--- config.mk ---
export PLATFORM = sky130hd
export DESIGN_NAME = hs_io_buffer
export DESIGN_NICKNAME = d
export VERILOG_FILES = /design/src/rtl/hs_io_buffer_pkg.sv /design/src/rtl/hs_sync_fifo.sv /design/src/rtl/hs_io_buffer.sv
export SDC_FILE = /design/constraint.sdc
export NUM_CORES = 1
export LEC_CHECK = 0
export ABC_AREA = 1
export CORE_MARGIN = 10
export CORE_UTILIZATION = 55
export DETAILED_ROUTE_END_ITERATION = 10
export PLACE_DENSITY_LB_ADDON = 0.2
export SETUP_SLACK_MARGIN = 0.1
export SYNTH_ARGS = -nofsm -noshare
export SYNTH_HDL_FRONTEND = slang
export SYNTH_SLANG_ARGS = --single-unit
--- constraint.sdc ---
create_clock -name i_clk -period 2.5 [get_ports i_clk]
set_input_delay 0.75 -clock i_clk [delete_from_list [all_inputs] [get_ports i_clk]]
set_output_delay 0.75 -clock i_clk [all_outputs]
set_load 0.01 [all_outputs]
--- src/rtl/hs_io_buffer_pkg.sv ---
// Shared state encodings and default parameters for the buffered I/O handshake block.
package hs_io_buffer_pkg;

  localparam int unsigned DEF_WIDTH       = 8;
  localparam int unsigned DEF_DEPTH       = 4;
  localparam int unsigned DEF_SYNC_STAGES = 2;

  typedef enum logic {
    RxIdle,
    RxAck
  } rx_state_e;

  typedef enum logic [1:0] {
    TxIdle,
    TxReq,
    TxWaitLow
  } tx_state_e;

endpackage

--- src/rtl/hs_sync_fifo.sv ---
// Single-clock FIFO; full/empty come from the registered count, pointers wrap mod DEPTH.
module hs_sync_fifo #(
  parameter int unsigned WIDTH = 8,
  parameter int unsigned DEPTH = 4
) (
  input  logic                     i_clk,
  input  logic                     i_rst_n,
  input  logic                     i_push,
  input  logic                     i_pop,
  input  logic [WIDTH-1:0]         i_wdata,
  output logic [WIDTH-1:0]         o_rdata,
  output logic [$clog2(DEPTH):0]   o_count,
  output logic                     o_full,
  output logic                     o_empty
);

  localparam int unsigned AW = $clog2(DEPTH);
  localparam int unsigned CW = AW + 1;

  logic [WIDTH-1:0] r_mem [DEPTH];
  logic [AW-1:0]    r_wr_ptr;
  logic [AW-1:0]    r_rd_ptr;
  logic [CW-1:0]    r_count;
  logic             w_push_ok;
  logic             w_pop_ok;

  assign o_full    = (r_count == CW'(DEPTH));
  assign o_empty   = (r_count == '0);
  // A push while full is dropped even when a pop frees a slot this cycle.
  assign w_push_ok = i_push && !o_full;
  assign w_pop_ok  = i_pop && !o_empty;
  assign o_rdata   = r_mem[r_rd_ptr];
  assign o_count   = r_count;

  always_ff @(posedge i_clk or negedge i_rst_n) begin
    if (!i_rst_n) begin
      r_wr_ptr <= '0;
      r_rd_ptr <= '0;
      r_count  <= '0;
    end else begin
      if (w_push_ok) r_wr_ptr <= r_wr_ptr + 1'b1;
      if (w_pop_ok)  r_rd_ptr <= r_rd_ptr + 1'b1;
      case ({w_push_ok, w_pop_ok})
        2'b10:   r_count <= r_count + 1'b1;
        2'b01:   r_count <= r_count - 1'b1;
        default: r_count <= r_count;
      endcase
    end
  end

  always_ff @(posedge i_clk) begin
    if (w_push_ok) r_mem[r_wr_ptr] <= i_wdata;
  end

endmodule

--- src/rtl/hs_io_buffer.sv ---
// Buffered four-phase req/ack bridge: RX queue from the external producer, TX queue to the
// external consumer, with synchronised req/ack inputs and sticky misuse flags.
module hs_io_buffer
  import hs_io_buffer_pkg::*;
#(
  parameter int unsigned WIDTH       = DEF_WIDTH,
  parameter int unsigned DEPTH       = DEF_DEPTH,
  parameter int unsigned SYNC_STAGES = DEF_SYNC_STAGES
) (
  input  logic                   i_clk,
  input  logic                   i_rst_n,
  input  logic [WIDTH-1:0]       i_in,
  input  logic                   i_in_data_ready,
  output logic                   o_in_ack,
  output logic [WIDTH-1:0]       o_out,
  output logic                   o_out_data_ready,
  input  logic                   i_out_ack,
  input  logic                   i_rx_rd,
  output logic [WIDTH-1:0]       o_rx_data,
  output logic                   o_rx_empty,
  output logic [$clog2(DEPTH):0] o_rx_count,
  input  logic                   i_tx_wr,
  input  logic [WIDTH-1:0]       i_tx_wdata,
  output logic                   o_tx_full,
  input  logic                   i_err_clr,
  output logic                   o_rx_underflow,
  output logic                   o_tx_overflow
);

  logic [SYNC_STAGES-1:0] r_req_sync;
  logic [SYNC_STAGES-1:0] r_ack_sync;
  logic                   w_req_s;
  logic                   w_ack_s;

  rx_state_e        r_rx_state, w_rx_state_d;
  logic             r_in_ack, w_in_ack_d;
  logic             w_rx_push;
  logic             w_rx_full;

  tx_state_e        r_tx_state, w_tx_state_d;
  logic [WIDTH-1:0] r_out, w_out_d;
  logic             r_out_data_ready, w_out_data_ready_d;
  logic             w_tx_pop;
  logic [WIDTH-1:0] w_tx_head;
  logic             w_tx_empty;
  logic [$clog2(DEPTH):0] w_unused_tx_count;

  logic             r_rx_underflow;
  logic             r_tx_overflow;

  always_ff @(posedge i_clk or negedge i_rst_n) begin
    if (!i_rst_n) begin
      r_req_sync <= '0;
      r_ack_sync <= '0;
    end else begin
      r_req_sync <= {r_req_sync[SYNC_STAGES-2:0], i_in_data_ready};
      r_ack_sync <= {r_ack_sync[SYNC_STAGES-2:0], i_out_ack};
    end
  end

  assign w_req_s = r_req_sync[SYNC_STAGES-1];
  assign w_ack_s = r_ack_sync[SYNC_STAGES-1];

  hs_sync_fifo #(
    .WIDTH (WIDTH),
    .DEPTH (DEPTH)
  ) u_rx_fifo (
    .i_clk   (i_clk),
    .i_rst_n (i_rst_n),
    .i_push  (w_rx_push),
    .i_pop   (i_rx_rd),
    .i_wdata (i_in),
    .o_rdata (o_rx_data),
    .o_count (o_rx_count),
    .o_full  (w_rx_full),
    .o_empty (o_rx_empty)
  );

  hs_sync_fifo #(
    .WIDTH (WIDTH),
    .DEPTH (DEPTH)
  ) u_tx_fifo (
    .i_clk   (i_clk),
    .i_rst_n (i_rst_n),
    .i_push  (i_tx_wr),
    .i_pop   (w_tx_pop),
    .i_wdata (i_tx_wdata),
    .o_rdata (w_tx_head),
    .o_count (w_unused_tx_count),
    .o_full  (o_tx_full),
    .o_empty (w_tx_empty)
  );

  // A full RX queue holds off the acknowledge, which backpressures the producer.
  always_comb begin
    w_rx_state_d = r_rx_state;
    w_in_ack_d   = r_in_ack;
    w_rx_push    = 1'b0;
    case (r_rx_state)
      RxIdle: if (w_req_s && !w_rx_full) begin
        w_rx_push    = 1'b1;
        w_in_ack_d   = 1'b1;
        w_rx_state_d = RxAck;
      end
      RxAck: if (!w_req_s) begin
        w_in_ack_d   = 1'b0;
        w_rx_state_d = RxIdle;
      end
      default: w_rx_state_d = RxIdle;
    endcase
  end

  // The head is popped only on acknowledge so it stays valid while the request is up.
  always_comb begin
    w_tx_state_d       = r_tx_state;
    w_out_d            = r_out;
    w_out_data_ready_d = r_out_data_ready;
    w_tx_pop           = 1'b0;
    case (r_tx_state)
      TxIdle: if (!w_tx_empty) begin
        w_out_d            = w_tx_head;
        w_out_data_ready_d = 1'b1;
        w_tx_state_d       = TxReq;
      end
      TxReq: if (w_ack_s) begin
        w_out_data_ready_d = 1'b0;
        w_tx_pop           = 1'b1;
        w_tx_state_d       = TxWaitLow;
      end
      TxWaitLow: if (!w_ack_s) w_tx_state_d = TxIdle;
      default: w_tx_state_d = TxIdle;
    endcase
  end

  always_ff @(posedge i_clk or negedge i_rst_n) begin
    if (!i_rst_n) begin
      r_rx_state       <= RxIdle;
      r_in_ack         <= 1'b0;
      r_tx_state       <= TxIdle;
      r_out            <= '0;
      r_out_data_ready <= 1'b0;
    end else begin
      r_rx_state       <= w_rx_state_d;
      r_in_ack         <= w_in_ack_d;
      r_tx_state       <= w_tx_state_d;
      r_out            <= w_out_d;
      r_out_data_ready <= w_out_data_ready_d;
    end
  end

  // A new error in the same cycle as a clear keeps the flag set.
  always_ff @(posedge i_clk or negedge i_rst_n) begin
    if (!i_rst_n) begin
      r_rx_underflow <= 1'b0;
      r_tx_overflow  <= 1'b0;
    end else begin
      if (i_rx_rd && o_rx_empty) r_rx_underflow <= 1'b1;
      else if (i_err_clr)        r_rx_underflow <= 1'b0;
      if (i_tx_wr && o_tx_full)  r_tx_overflow  <= 1'b1;
      else if (i_err_clr)        r_tx_overflow  <= 1'b0;
    end
  end

  assign o_in_ack         = r_in_ack;
  assign o_out            = r_out;
  assign o_out_data_ready = r_out_data_ready;
  assign o_rx_underflow   = r_rx_underflow;
  assign o_tx_overflow    = r_tx_overflow;

endmodule

==> results of run 1 <==
[cell usage after synthesis (all sizes together) (2+ instances only)]
cell type | n | area, µm²
xor2 | 5 | 43.8
inv | 73 | 279
ha | 10 | 125
buf | 8 | 63.8
nand3 | 27 | 145
edfxtp | 64 | 1920
nand2 | 89 | 339
dfrtp | 33 | 826
o21ai | 23 | 115
o22ai | 8 | 50.1
xnor2 | 4 | 35.0
nor2 | 27 | 109
fa | 2 | 40.0
[flip-flops by register name, summed over array words and instances, names as in the netlist]
| register | flops |
|---|---|
| o_in_ack | 1 |
| r_rx_state | 1 |
| u_tx_fifo.r_wr_ptr | 2 |
| u_tx_fifo.r_mem | 32 |
| r_ack_sync | 2 |
| u_rx_fifo.r_mem | 32 |
| r_req_sync | 2 |
| u_rx_fifo.o_count | 3 |
| u_rx_fifo.r_wr_ptr | 2 |
| u_tx_fifo.r_rd_ptr | 2 |
| o_tx_overflow | 1 |
| u_rx_fifo.r_rd_ptr | 2 |
| o_out | 8 |
| o_rx_underflow | 1 |
| o_out_data_ready | 1 |
| r_tx_state | 2 |
| u_tx_fifo.o_count | 3 |
[metal layers]
metal	up-vias	part of all wire
met5	-	0
met4	0	0.012
met2	55	0.50
met3	9	0.050
li1	1316	-
met1	1237	0.44
[final cells by class]
cell class,instances,area [µm²],share of cell area
clock buffer,9,124,0.0253
clock inverter,7,68.8,0.0141
inverter,73,282,0.0576
multi-input combinational,197,1010,0.208
sequential,97,2750,0.562
tap,99,124,0.0253
timing repair buffer,55,526,0.108
[kinds of logic after synthesis]
group                      after synthesis  synth area share
and+or+nand+nor                        143             0.144
DFF                                     97             0.669
buffers and inverters                   81            0.0835
AOI/OAI and AO/OA                       33            0.0433
adders and majority gates               12            0.0402
xor gates and xnor gates                 9            0.0192
[power by group through the flow]
stage,sequential [mW],combinational [mW],clock [mW]
floorplan,2.40,1.46,0
global placement,2.47,2.24,0
detailed placement,2.49,2.31,0
CTS,2.46,2.26,1.00
global route,2.51,2.52,1.07
finish,2.46,2.21,0.986
[through the flow]
step                      cell area [µm²]  hold WS, ps  std cells  total power, mW
after CTS                            4890          358        537             5.72
after global placement               4710          333        521             4.71
final                                4890          356        537             5.65
after global routing                 4890          375        537             6.10
after floorplan                      4110          331        375             3.86
after detailed placement             4710          335        521             4.80
[worst paths after layout]
path | from | endpoint | slack, ps | depth (start not counted)
setup / recovery | u_rx_fifo.r_rd_ptr[0] | o_rx_data[7] | 190 | 5
hold / removal | r_ack_sync[0] | r_ack_sync[1] | 360 | 0
setup reg to reg | r_tx_state[1] | u_tx_fifo.o_count[2] | 510 | 11
hold reg to reg | r_ack_sync[0] | r_ack_sync[1] | 360 | 0
max in group asynchronous | i_rst_n | u_rx_fifo.r_rd_ptr[1] | 1410 | 2
min in group asynchronous | i_rst_n | u_rx_fifo.o_count[0] | 770 | 2
[repair_timing]
action	in CTS	in global routing
endpoints found under the setup margin	9	6
resized for setup	11	9
pin swaps	0	0
[worst max-delay path: stages, from the launching register on]
cell	delay, ps
dfrtp_1	410
buf_12	160
inv_6	130
nor2_1	60
o22ai_1	140
dlygate4sd2_1	290
==> flow_metrics.tcl, run 1 <==
set metrics [dict create \
    status "finished clean" \
    overflow 0 \
    post_cts_buffers 0 \
    clock_path_buffers 2 \
    required_ps 1750 \
    netlist_area_mm2 0.00411 \
    power.density_mw_per_mm2 1160 \
    die_w_um 106 \
    setup_slack_ps 188 \
    yosys_most_used_dff "edfxtp_1" \
    track_usage 0.142 \
    setup_tns_ps 0 \
    crit_fanout 18 \
    clk_pin_slew_ps 100 \
    drive_above_1_share 0.103 \
    drv_slew 0 \
    seq_area_frac_synth 0.669 \
    drtPass1Iterations 4 \
    cts_root_buffer "clkbuf_8" \
    pwr-share-comb 0.391 \
    switchingPower_mw 2.18 \
    fin_util 0.674 \
    first_global_vias 2660 \
    tightestPinTransition_ps 793 \
    start_util 0.566 \
    core-area_mm2 0.00725 \
    gp_congestion 0.773 \
    portBuffers 47 \
    min_period_over_period 0.925 \
    finalHoldViolCount 0 \
    final_nets 468 \
    fillerInstances 569 \
    busiest_layer "met2" \
    worstSkewPairLatency_ps 370 \
    worst-setup-path-type "register to output port" \
    routed_via_density 4.87 \
    via_count 2617 \
    synthCells 375 \
    maxCapViolCount 0 \
    power.share.sequential 0.435 \
    grt_pass1_wl_mm 13.1 \
    clock_skew_ps 10.8 \
    use_met3 0.0320 \
    setup_viol 0 \
    fmax_mhz 432 \
    grt_start_max_net_pins 34 \
    antenna_left 0 \
    ioPinCount 48 \
    ctsHoldBuffers 0 \
    cts.sinks 97 \
    p_clk_frac 0.174 \
    cts_buffers 9 \
    syn_to_final_growth_pct 19.0 \
    wl_mm 7.69 \
    async_reset_ff_frac 0.340 \
    wl_per_cell_um 14.3 \
    met2_usage 0.239 \
    use_met1 0.177 \
    final_common_cell "nand2_1" \
    internal-power_mw 3.47 \
    ctsHtreeMaxLevel 3 \
    ys_types 23 \
    die_h_um 106 \
    max-vdd-ir-drop_uv 705 \
    mostFrequentLayoutCells "87 x nand2_1, 64 x edfxtp_1, 61 x inv_1" \
    dp_hpwl_mm 5.40 \
    rsz0062_at_grt "no" \
    drc 0 \
    synth_edf_count 64 \
    relSlewSlack 0.469 \
    critPathLaunchType "register" \
    cts_tree "done" \
    syn_nets 410 \
    fp-row-count 31 \
    crit_arrival_ps 1560 \
    ys_ff_latch 97 \
    syn_area_per_cell_um2 10.9 \
    crit_path_end_kind "output port" \
    drt_iter0_markers 95 \
    die_area_mm2 0.0113 \
    dp_slack_ps 49.4 \
    antenna_cells 0 \
    yosysWarnings 0 \
    period_minus_slack_ps 2310 \
    power.leakage_nw 2.19 \
    antenna_found_initial 0 \
    hp-class "register to register" \
    swShare 0.386 \
]
Power figures use the tool's default switching activity.
==> run 2: changes to the inputs <==
GPL_ROUTABILITY_DRIVEN = 1   (was unset)
==> results of run 2 <==
The final DEF is identical to that of run 1; final timing and power are the same.
